$ cat config.mk
export PLATFORM = sky130hd
export DESIGN_NAME = sseg_mux_rx
export DESIGN_NICKNAME = d
export VERILOG_FILES = /design/src/rtl/sseg_mux_rx_pkg.sv /design/src/rtl/seg_to_hex.sv /design/src/rtl/sseg_mux_rx.sv
export SDC_FILE = /design/constraint.sdc
export NUM_CORES = 1
export LEC_CHECK = 0
export BUFFER_PORTS_ARGS = -buffer_cell sky130_fd_sc_hd__buf_4
export CAP_MARGIN = 20
export CORE_ASPECT_RATIO = 0.75
export CORE_UTILIZATION = 45
export DETAILED_ROUTE_END_ITERATION = 16
export GPL_TIMING_DRIVEN = 0
export PLACE_DENSITY = 0.72
export SYNTH_ARGS = -nofsm -noshare
export SYNTH_HDL_FRONTEND = slang
export SYNTH_SLANG_ARGS = --single-unit
$ cat constraint.sdc
create_clock -name clk -period 5 [get_ports clk]
set_input_delay 0.5 -clock clk [delete_from_list [all_inputs] [get_ports clk]]
set_output_delay 0.5 -clock clk [all_outputs]
set_load 0.03 [all_outputs]
$ cat src/rtl/sseg_mux_rx_pkg.sv
// Shared types and constants for the seven-segment mux receiver.
// Glyphs are active-low, bit6..0 = a,b,c,d,e,f,g.
package sseg_mux_rx_pkg;

  typedef enum logic [1:0] {
    ST_IDLE   = 2'd0,
    ST_SETTLE = 2'd1,
    ST_HOLD   = 2'd2
  } state_t;

  localparam logic [6:0] SEG_0     = 7'b0000001;
  localparam logic [6:0] SEG_1     = 7'b1001111;
  localparam logic [6:0] SEG_2     = 7'b0010010;
  localparam logic [6:0] SEG_3     = 7'b0000110;
  localparam logic [6:0] SEG_4     = 7'b1001100;
  localparam logic [6:0] SEG_5     = 7'b0100100;
  localparam logic [6:0] SEG_6     = 7'b0100000;
  localparam logic [6:0] SEG_7     = 7'b0001111;
  localparam logic [6:0] SEG_8     = 7'b0000000;
  localparam logic [6:0] SEG_9     = 7'b0000100;
  localparam logic [6:0] SEG_A     = 7'b0001000;
  localparam logic [6:0] SEG_B     = 7'b1100000;
  localparam logic [6:0] SEG_C     = 7'b0110001;
  localparam logic [6:0] SEG_D     = 7'b1000010;
  localparam logic [6:0] SEG_E     = 7'b0110000;
  localparam logic [6:0] SEG_F     = 7'b0111000;
  localparam logic [6:0] SEG_MINUS = 7'b1111110;
  localparam logic [6:0] SEG_BLANK = 7'b1111111;

endpackage

$ cat src/rtl/seg_to_hex.sv
// Combinational glyph decoder: active-low 7-segment pattern to hex digit.
// Minus bar flags neg; blank and unknown patterns decode to 0 with hex_ok low.
module seg_to_hex
  import sseg_mux_rx_pkg::*;
(
  input  logic [6:0] seg,
  output logic [3:0] hex,
  output logic       hex_ok,
  output logic       neg
);

  always_comb begin
    hex    = 4'h0;
    hex_ok = 1'b1;
    neg    = 1'b0;
    case (seg)
      SEG_0:     hex = 4'h0;
      SEG_1:     hex = 4'h1;
      SEG_2:     hex = 4'h2;
      SEG_3:     hex = 4'h3;
      SEG_4:     hex = 4'h4;
      SEG_5:     hex = 4'h5;
      SEG_6:     hex = 4'h6;
      SEG_7:     hex = 4'h7;
      SEG_8:     hex = 4'h8;
      SEG_9:     hex = 4'h9;
      SEG_A:     hex = 4'hA;
      SEG_B:     hex = 4'hB;
      SEG_C:     hex = 4'hC;
      SEG_D:     hex = 4'hD;
      SEG_E:     hex = 4'hE;
      SEG_F:     hex = 4'hF;
      SEG_MINUS: begin
        hex_ok = 1'b0;
        neg    = 1'b1;
      end
      SEG_BLANK: hex_ok = 1'b0;
      default:   hex_ok = 1'b0;
    endcase
  end

endmodule

$ cat src/rtl/sseg_mux_rx.sv
// Receives a multiplexed 4-digit seven-segment display bus and captures
// each digit once {an,sseg} has been stable for SETTLE cycles.
//
// state     | meaning
// ----------+---------------------------------------------------------
// ST_IDLE   | an not one-hot-low (blank period or illegal multi-low)
// ST_SETTLE | one digit driven, counting consecutive unchanged cycles
// ST_HOLD   | digit captured, waiting for the bus to change
module sseg_mux_rx
  import sseg_mux_rx_pkg::*;
#(
  parameter int SETTLE = 4,
  parameter int TMO_W  = 20
) (
  input  logic        clk,
  input  logic        reset,
  input  logic [3:0]  an,
  input  logic [7:0]  sseg,
  output logic [31:0] led,
  output logic [15:0] hex,
  output logic [3:0]  hex_ok,
  output logic [3:0]  neg,
  output logic        frame_tick,
  output logic        stale,
  output logic        err
);

  localparam logic [7:0]       SETTLE_TC = 8'(SETTLE - 1);
  localparam logic [TMO_W-1:0] TMO_MAX   = {TMO_W{1'b1}};
  localparam logic [TMO_W-1:0] TMO_ONE   = {{(TMO_W-1){1'b0}}, 1'b1};

  state_t           state, state_n;
  logic [7:0]       cnt, cnt_n, eff;
  logic [3:0]       prev_an;
  logic [7:0]       prev_sseg;
  logic [3:0]       seen;
  logic [TMO_W-1:0] tmo;
  logic [1:0]       idx;
  logic             onehot, multi, changed, cap;
  logic [3:0]       dec_hex;
  logic             dec_ok, dec_neg;
  logic [3:0]       dig_bit;

  always_comb begin
    onehot = 1'b1;
    multi  = 1'b0;
    idx    = 2'd0;
    case (an)
      4'b1110: idx = 2'd0;
      4'b1101: idx = 2'd1;
      4'b1011: idx = 2'd2;
      4'b0111: idx = 2'd3;
      4'b1111: onehot = 1'b0;
      default: begin
        onehot = 1'b0;
        multi  = 1'b1;
      end
    endcase
  end

  assign changed = ({an, sseg} != {prev_an, prev_sseg});
  assign dig_bit = 4'b0001 << idx;

  // eff = consecutive unchanged cycles before this one; the cycle that first
  // presents a value counts as zero, so capture lands on the SETTLE-th cycle.
  always_comb begin
    state_n = state;
    cnt_n   = cnt;
    cap     = 1'b0;
    eff     = 8'd0;
    if (!onehot) begin
      state_n = ST_IDLE;
      cnt_n   = 8'd0;
    end else begin
      case (state)
        ST_IDLE:   eff = 8'd0;
        ST_SETTLE: eff = changed ? 8'd0 : cnt + 8'd1;
        ST_HOLD:   eff = 8'd0;
        default:   eff = 8'd0;
      endcase
      if (state != ST_HOLD || changed) begin
        if (eff == SETTLE_TC) begin
          cap     = 1'b1;
          state_n = ST_HOLD;
          cnt_n   = 8'd0;
        end else begin
          state_n = ST_SETTLE;
          cnt_n   = eff;
        end
      end
    end
  end

  always_ff @(posedge clk or posedge reset) begin
    if (reset) begin
      state     <= ST_IDLE;
      cnt       <= 8'd0;
      prev_an   <= 4'hF;
      prev_sseg <= 8'hFF;
    end else begin
      state     <= state_n;
      cnt       <= cnt_n;
      prev_an   <= an;
      prev_sseg <= sseg;
    end
  end

  seg_to_hex u_seg_to_hex (
    .seg    (sseg[6:0]),
    .hex    (dec_hex),
    .hex_ok (dec_ok),
    .neg    (dec_neg)
  );

  always_ff @(posedge clk or posedge reset) begin
    if (reset) begin
      led        <= 32'hFFFF_FFFF;
      hex        <= 16'h0000;
      hex_ok     <= 4'h0;
      neg        <= 4'h0;
      seen       <= 4'h0;
      frame_tick <= 1'b0;
      err        <= 1'b0;
      tmo        <= '0;
    end else begin
      frame_tick <= 1'b0;
      if (multi) err <= 1'b1;
      if (cap) begin
        led[{idx, 3'b000} +: 8] <= sseg;
        hex[{idx, 2'b00} +: 4]  <= dec_hex;
        hex_ok[idx]             <= dec_ok;
        neg[idx]                <= dec_neg;
        if ((seen | dig_bit) == 4'hF) begin
          seen       <= 4'h0;
          frame_tick <= 1'b1;
        end else begin
          seen <= seen | dig_bit;
        end
      end
      if (cap)         tmo <= '0;
      else if (!stale) tmo <= tmo + TMO_ONE;
    end
  end

  assign stale = (tmo == TMO_MAX);

endmodule

======== After elaboration in Yosys (flattened, before gate mapping) ========
Index checks and enable logic that the tools add are counted.
word-level totals
  register bits after elaboration ......... 104
  input bits .............................. 14
  word-level logic and storage cells ...... 87
operators by class
  add/sub/neg operators ................... 4
  order comparisons ....................... 2
  equality and inequality tests ........... 29
  shift-type cells ........................ 5
  multiplexer cells ....................... 28
  bitwise logic cells ..................... 1
  reduce and logical (&&, ||, !) cells .... 6
operators with widths
  cell                      number
  $pmux W4 S15              1
  $mux W8                   6
  $mux W20                  2
  $eq A7 B6 Y1 const B      5
  $eq A7 B7 Y1 const B      5
  $bwmux W32                1
  $shift A8 B7 Y32 const A  1
  $shiftx A8 B7 Y32         1
  $add A20 B1 Y20 const B   1
  $eq A20 B20 Y1 const B    1
  $eq A4 B4 Y1 const B      5
  $bwmux W16                1
  $reduce_or A16 Y1         1
  $shift A4 B6 Y16 const A  1
  $shiftx A4 B6 Y16         1
  $eq A7 B3 Y1 const B      2
  $eq A7 B4 Y1 const B      2
  $ne A12 B12 Y1            1
  $mux W1                   9
  $add A8 B1 Y8 const B     1
  $bwmux W4                 2
  $eq A8 B2 Y1 const B      1
  $eq A7 B1 Y1 const B      1
  $eq A7 B5 Y1 const B      1
  other kinds (19)          22

======== Logic depth before layout (Yosys ltp) ========
  word-level depth ........................ 9
  depth in mapped cells ................... 10
  depth with buffers taken out ............ 9

======== Hierarchy ========
Synthesis repeated with hierarchy kept, for this count alone.
second synthesis, totals
  cells, all modules ...................... 550
  area total of the unflattened synthesis .. 5435.2 sq um
by module, submodules not included
  module       instances  cells each  area each (sq um)  seq. area each (sq um)
  sseg_mux_rx  1          493         5056.1             2657.5
  seg_to_hex   1          57          379.1              0.0

======== Worst setup path after synthesis ========
OpenSTA, ideal clock, no wires.
  path kind ............................... input to register
  start point ............................. input an[3]
  end point ............................... register led[8]
  data arrival time ....................... 2488 ps
  required time ........................... 4915 ps
  slack ................................... 2427 ps
  stages on the path ...................... 10
  cell sequence ........................... buf_2 > xnor2_1 > or2_2 > clkbuf_1 > inv_1 > ha_1 > inv_1 > nor4_2 > buf_4 > mux2_1
between the ends
  cells in the longest elaborated chain, start to end .. 8
  elaborated cells between the ends (all ways) .. 20
  classes of those cells .................. add/sub (1); eq/ne (6); shift (2); mux (9); reduce/logical (2)
ends and longest elaborated chain
  element                                             line                text
  from (decl)                                         sseg_mux_rx.sv:17   input logic [3:0] an,
  branches (longest 8 deep; another with $neg A5 Y7)  n/a
  to (signal, indexed assignment)                     sseg_mux_rx.sv:129  led[{idx, 3'b000} +: 8] <= sseg;
  to (decl)                                           sseg_mux_rx.sv:19   output logic [31:0] led,
Parallel ways; which one is timed is not known. The select of a mux whose other input is x is not followed.
A chain may end at the register's enable or synchronous reset.

======== Worst setup path in the final report ========
  start point ............................. register cnt[0]
  end point ............................... register led[4]
between the ends
  cells in the longest elaborated chain, start to end .. 8
ends and longest elaborated chain
  element                 line                text
  from (decl)             sseg_mux_rx.sv:33   logic [7:0] cnt, cnt_n, eff;
  from (signal assigned)  sseg_mux_rx.sv:102  cnt <= cnt_n;
  $add A8 B1 Y8           sseg_mux_rx.sv:77   ST_SETTLE: eff = changed ? 8'd0 : cnt + 8'd1;
  $mux W8                 sseg_mux_rx.sv:77
  $mux W8                 sseg_mux_rx.sv:75   case (state)
  $mux W8                 sseg_mux_rx.sv:71   if (!onehot) begin
  $eq A8 B2 Y1            sseg_mux_rx.sv:82   if (eff == SETTLE_TC) begin
  $mux W1                 sseg_mux_rx.sv:82
  $mux W1                 sseg_mux_rx.sv:81   if (state != ST_HOLD || changed) begin
  $mux W1                 sseg_mux_rx.sv:71
Every way passes these cells. The select of a mux whose other input is x is not followed.

==> impl_metrics.py <==
metrics = {
    "outcome": {
        "status": "finished, final reports clean",
    },
    "worst_setup_path": {
        "end_kind": "flip-flop",
        "cp-start-kind": "flip-flop",
        "r2r_end": "led[4]$_DFFE_PP1P_",
        "reg2reg_depth": 8,
        "crit_fanout": 10,
        "reg2reg_slack_ns": 2.23,
        "path_class": "flip-flop to flip-flop",
        "required_ns": 5.28,
        "cp.arrival_ns": 3.05,
        "reg2reg_from": "cnt[0]$_DFFE_PP0P_",
    },
    "detailed_routing": {
        "met1_length_mm": 6.35,
        "top_layer": "met4",
        "route.met2.wl_mm": 5.76,
        "wirelength_mm": 13.0,
        "drtPass1Iterations": 5,
        "post_drt_wl_per_cell_um": 16.5,
        "drtAntennaViolNets": 0,
        "via_count": 4310,
        "drc_errors": 0,
        "wl_met3_um": 751,
        "dr.first_iter.drc_count": 268,
        "detail_route.vias_per_cell": 5.46,
    },
    "clock_tree": {
        "cts_buffer_depth": 2,
        "cts-root-buf": "clkbuf_16",
        "cts_tree": "done",
        "cts_buffers": 9,
        "clk_pin_slew_ns": 0.07,
        "clk_latency_ns": 0.36,
        "cts_setup_buffers": 0,
        "h-tree-depth": 3,
        "clock-sinks": 104,
        "cts_hold_buf": 0,
        "postCtsResizedCells": 0,
    },
    "global_route": {
        "grt_usage_pct": 21.6,
        "antenna_found_initial": 0,
        "grt_max_degree": 56,
        "grt_pass1_vias": 4242,
        "grt_overflow": 0,
        "grt_pass1_wl_mm": 21.5,
    },
    "yosys": {
        "yosys_most_used_dff": "dfrtp_1",
        "synth_edf_count": 0,
        "synth_cells": 539,
        "yosys_warnings": 0,
        "synth.top_cell.area_share_pct": 26.9,
        "synth.most_common_cell": "nand2_1",
        "avgSynthCellArea_um2": 10.3,
        "synth.top_cells.by_count": "62 x nand2_1, 60 x dfrtp_1, 53 x inv_1",
        "yosysSeqAreaShare_pct": 47.7,
        "synth_area_leader_cell": "dfrtp_1",
        "mappedNetlistArea_um2": 5570,
        "synth-seq-cells": 104,
        "yosysUniqueCellTypes": 59,
        "netlist_top_cells_area": "dfrtp_1 27%, dfstp_2 21%, mux2i_1 8.8%",
        "synth_nets": 562,
        "postSynth.asyncResetShare_pct": 100,
    },
    "die": {
        "core_area_um2": 11800,
        "initial_utilization_pct": 47.1,
        "die_h_um": 98.4,
        "rows": 34,
        "die-area_um2": 12800,
        "die_x_um": 130,
        "io_pins": 73,
    },
    "pwr": {
        "clkPwrFrac_pct": 33.6,
        "intPower_mw": 1.42,
        "ir_drop_uv": 164,
        "power_frac_comb_pct": 18.4,
        "powerDensity_nw_per_um2": 314,
        "seqPwrFrac_pct": 48.0,
        "p_switching_mw": 0.662,
        "power_mw": 2.08,
        "switching_share_pct": 31.8,
        "p_leak_nw": 2.96,
    },
    "sta": {
        "fmax_ghz": 0.361,
        "final.setup.tns_ns": 0,
        "finalCritPeriodShare_pct": 55.4,
        "relSlewSlack_pct": 32.4,
        "slew_viol_final": 0,
        "setup_viol": 0,
        "min_period_ns": 2.77,
        "finalHoldViolations": 0,
        "tightest_slew_ns": 1.00,
        "fin_skew_ns": 0.00949,
        "rsz0062_at_grt": "no",
    },
    "finish": {
        "diodes": 0,
        "area_growth_pct": 19.1,
        "multi_input_area_um2": 2540,
        "layout-drive-gt1-share_pct": 27.1,
        "ff_latch_area_um2": 2660,
        "nets": 646,
        "num-fill-cells": 1046,
    },
    "flow_run": {
        "max_cap_violations": 0,
    },
    "placement": {
        "hpwl_mm": 9.23,
        "portBuffers": 72,
        "gp_congestion": 0.849,
    },
    "min_path": {
        "hp-class": "input port to async pin",
    },
}
through the flow:
step	utilization [%]	hold slack, ns	worst slack, ns	std cells	area [um2]
final	56.1	0.245	2.23	790	6640
after global routing	56.1	0.255	2.04	790	6640
after CTS	56.1	0.256	2.25	790	6640
after detailed placement	53.7	0.457	1.94	774	6340
after global placement	53.4	0.448	0.644	773	6310
after floorplan	-	0.473	1.84	539	5570
power by group through the flow:
stage	Combinational, mW	Clock [mW]	Sequential [mW]
4_1_cts	0.382	0.719	0.997
3_3_place_gp	0.359	0	1.01
6_report	0.383	0.700	0.999
5_1_grt	0.432	0.747	1.01
3_5_place_dp	0.379	0	1.01
2_1_floorplan	0.290	0	0.993
worst max-delay path: stages (launching register included):
cell and delay, ns:
dfrtp_1 0.43, ha_1 0.32, nand3_2 0.17, o21a_1 0.24, or4_1 0.48, buf_2 0.18
nor4_4 0.42, buf_6 0.25, mux2i_1 0.22
worst max-delay path by stage:
stage / start / to / cells after the start
CTS: cnt[0]$_DFFE_PP0P_ / led[4]$_DFFE_PP1P_ / 8
finish: cnt[0]$_DFFE_PP0P_ / led[4]$_DFFE_PP1P_ / 8
detailed placement: an[3] / hex[11]$_DFFE_PP0P_ / 11
floorplan: reset / cnt[0]$_DFFE_PP0P_ / 1
global placement: reset / hex[4]$_DFFE_PP0P_ / 2
global route: cnt[0]$_DFFE_PP0P_ / led[4]$_DFFE_PP1P_ / 8
area by class of cell:
cell class                      instances  share of cell area [%]
Clock inverter                          7                    1.02
Timing Repair Buffer                   73                    8.56
Tap cell                              162                    3.05
Buffer                                 31                    2.60
Sequential cell                       104                    40.0
Multi-Input combinational cell        351                    38.3
Inverter                               53                    3.03
Clock buffer                            9                    3.39
flip-flops by register name, summed over array words and instances (netlist names):
signal / cells
led: 32
tmo: 20
hex: 16
cnt: 8
prev_sseg: 8
hex_ok: 4
neg: 4
prev_an: 4
seen: 4
state: 2
err: 1
frame_tick: 1
per-layer routing:
metal / GRT usage, % / vias to the layer above
met5: 0 / -
met4: 6.10 / 0
met3: 5.37 / 11
met2: 31.3 / 139
met1: 31.9 / 2137
li1: - / 2023
cells by family (layout without fill, tap and decap cells):
logic type | after synthesis | in the layout | share of synthesized area, %
mux | 58 | 58 | 10.8
flops | 104 | 104 | 47.7
xor+xnor | 32 | 32 | 5.03
compound gates | 65 | 65 | 8.87
buf+inv | 84 | 173 | 6.67
fa+ha+maj | 9 | 9 | 2.02
simple gates | 187 | 187 | 18.9
cell usage in the layout (no fill, tap or decap), drive strengths merged, types with 18 or more instances in the layout:
| master | synthesis | layout |
|---|---|---|
| nand2 | 62 | 62 |
| dfrtp | 60 | 60 |
| inv | 53 | 59 |
| nor2 | 32 | 32 |
| mux2i | 49 | 49 |
| nor3 | 18 | 18 |
| clkbuf | 15 | 24 |
| dfstp | 44 | 44 |
| buf | 16 | 89 |
| xor2 | 28 | 28 |
Power figures use the tool's default switching activity.
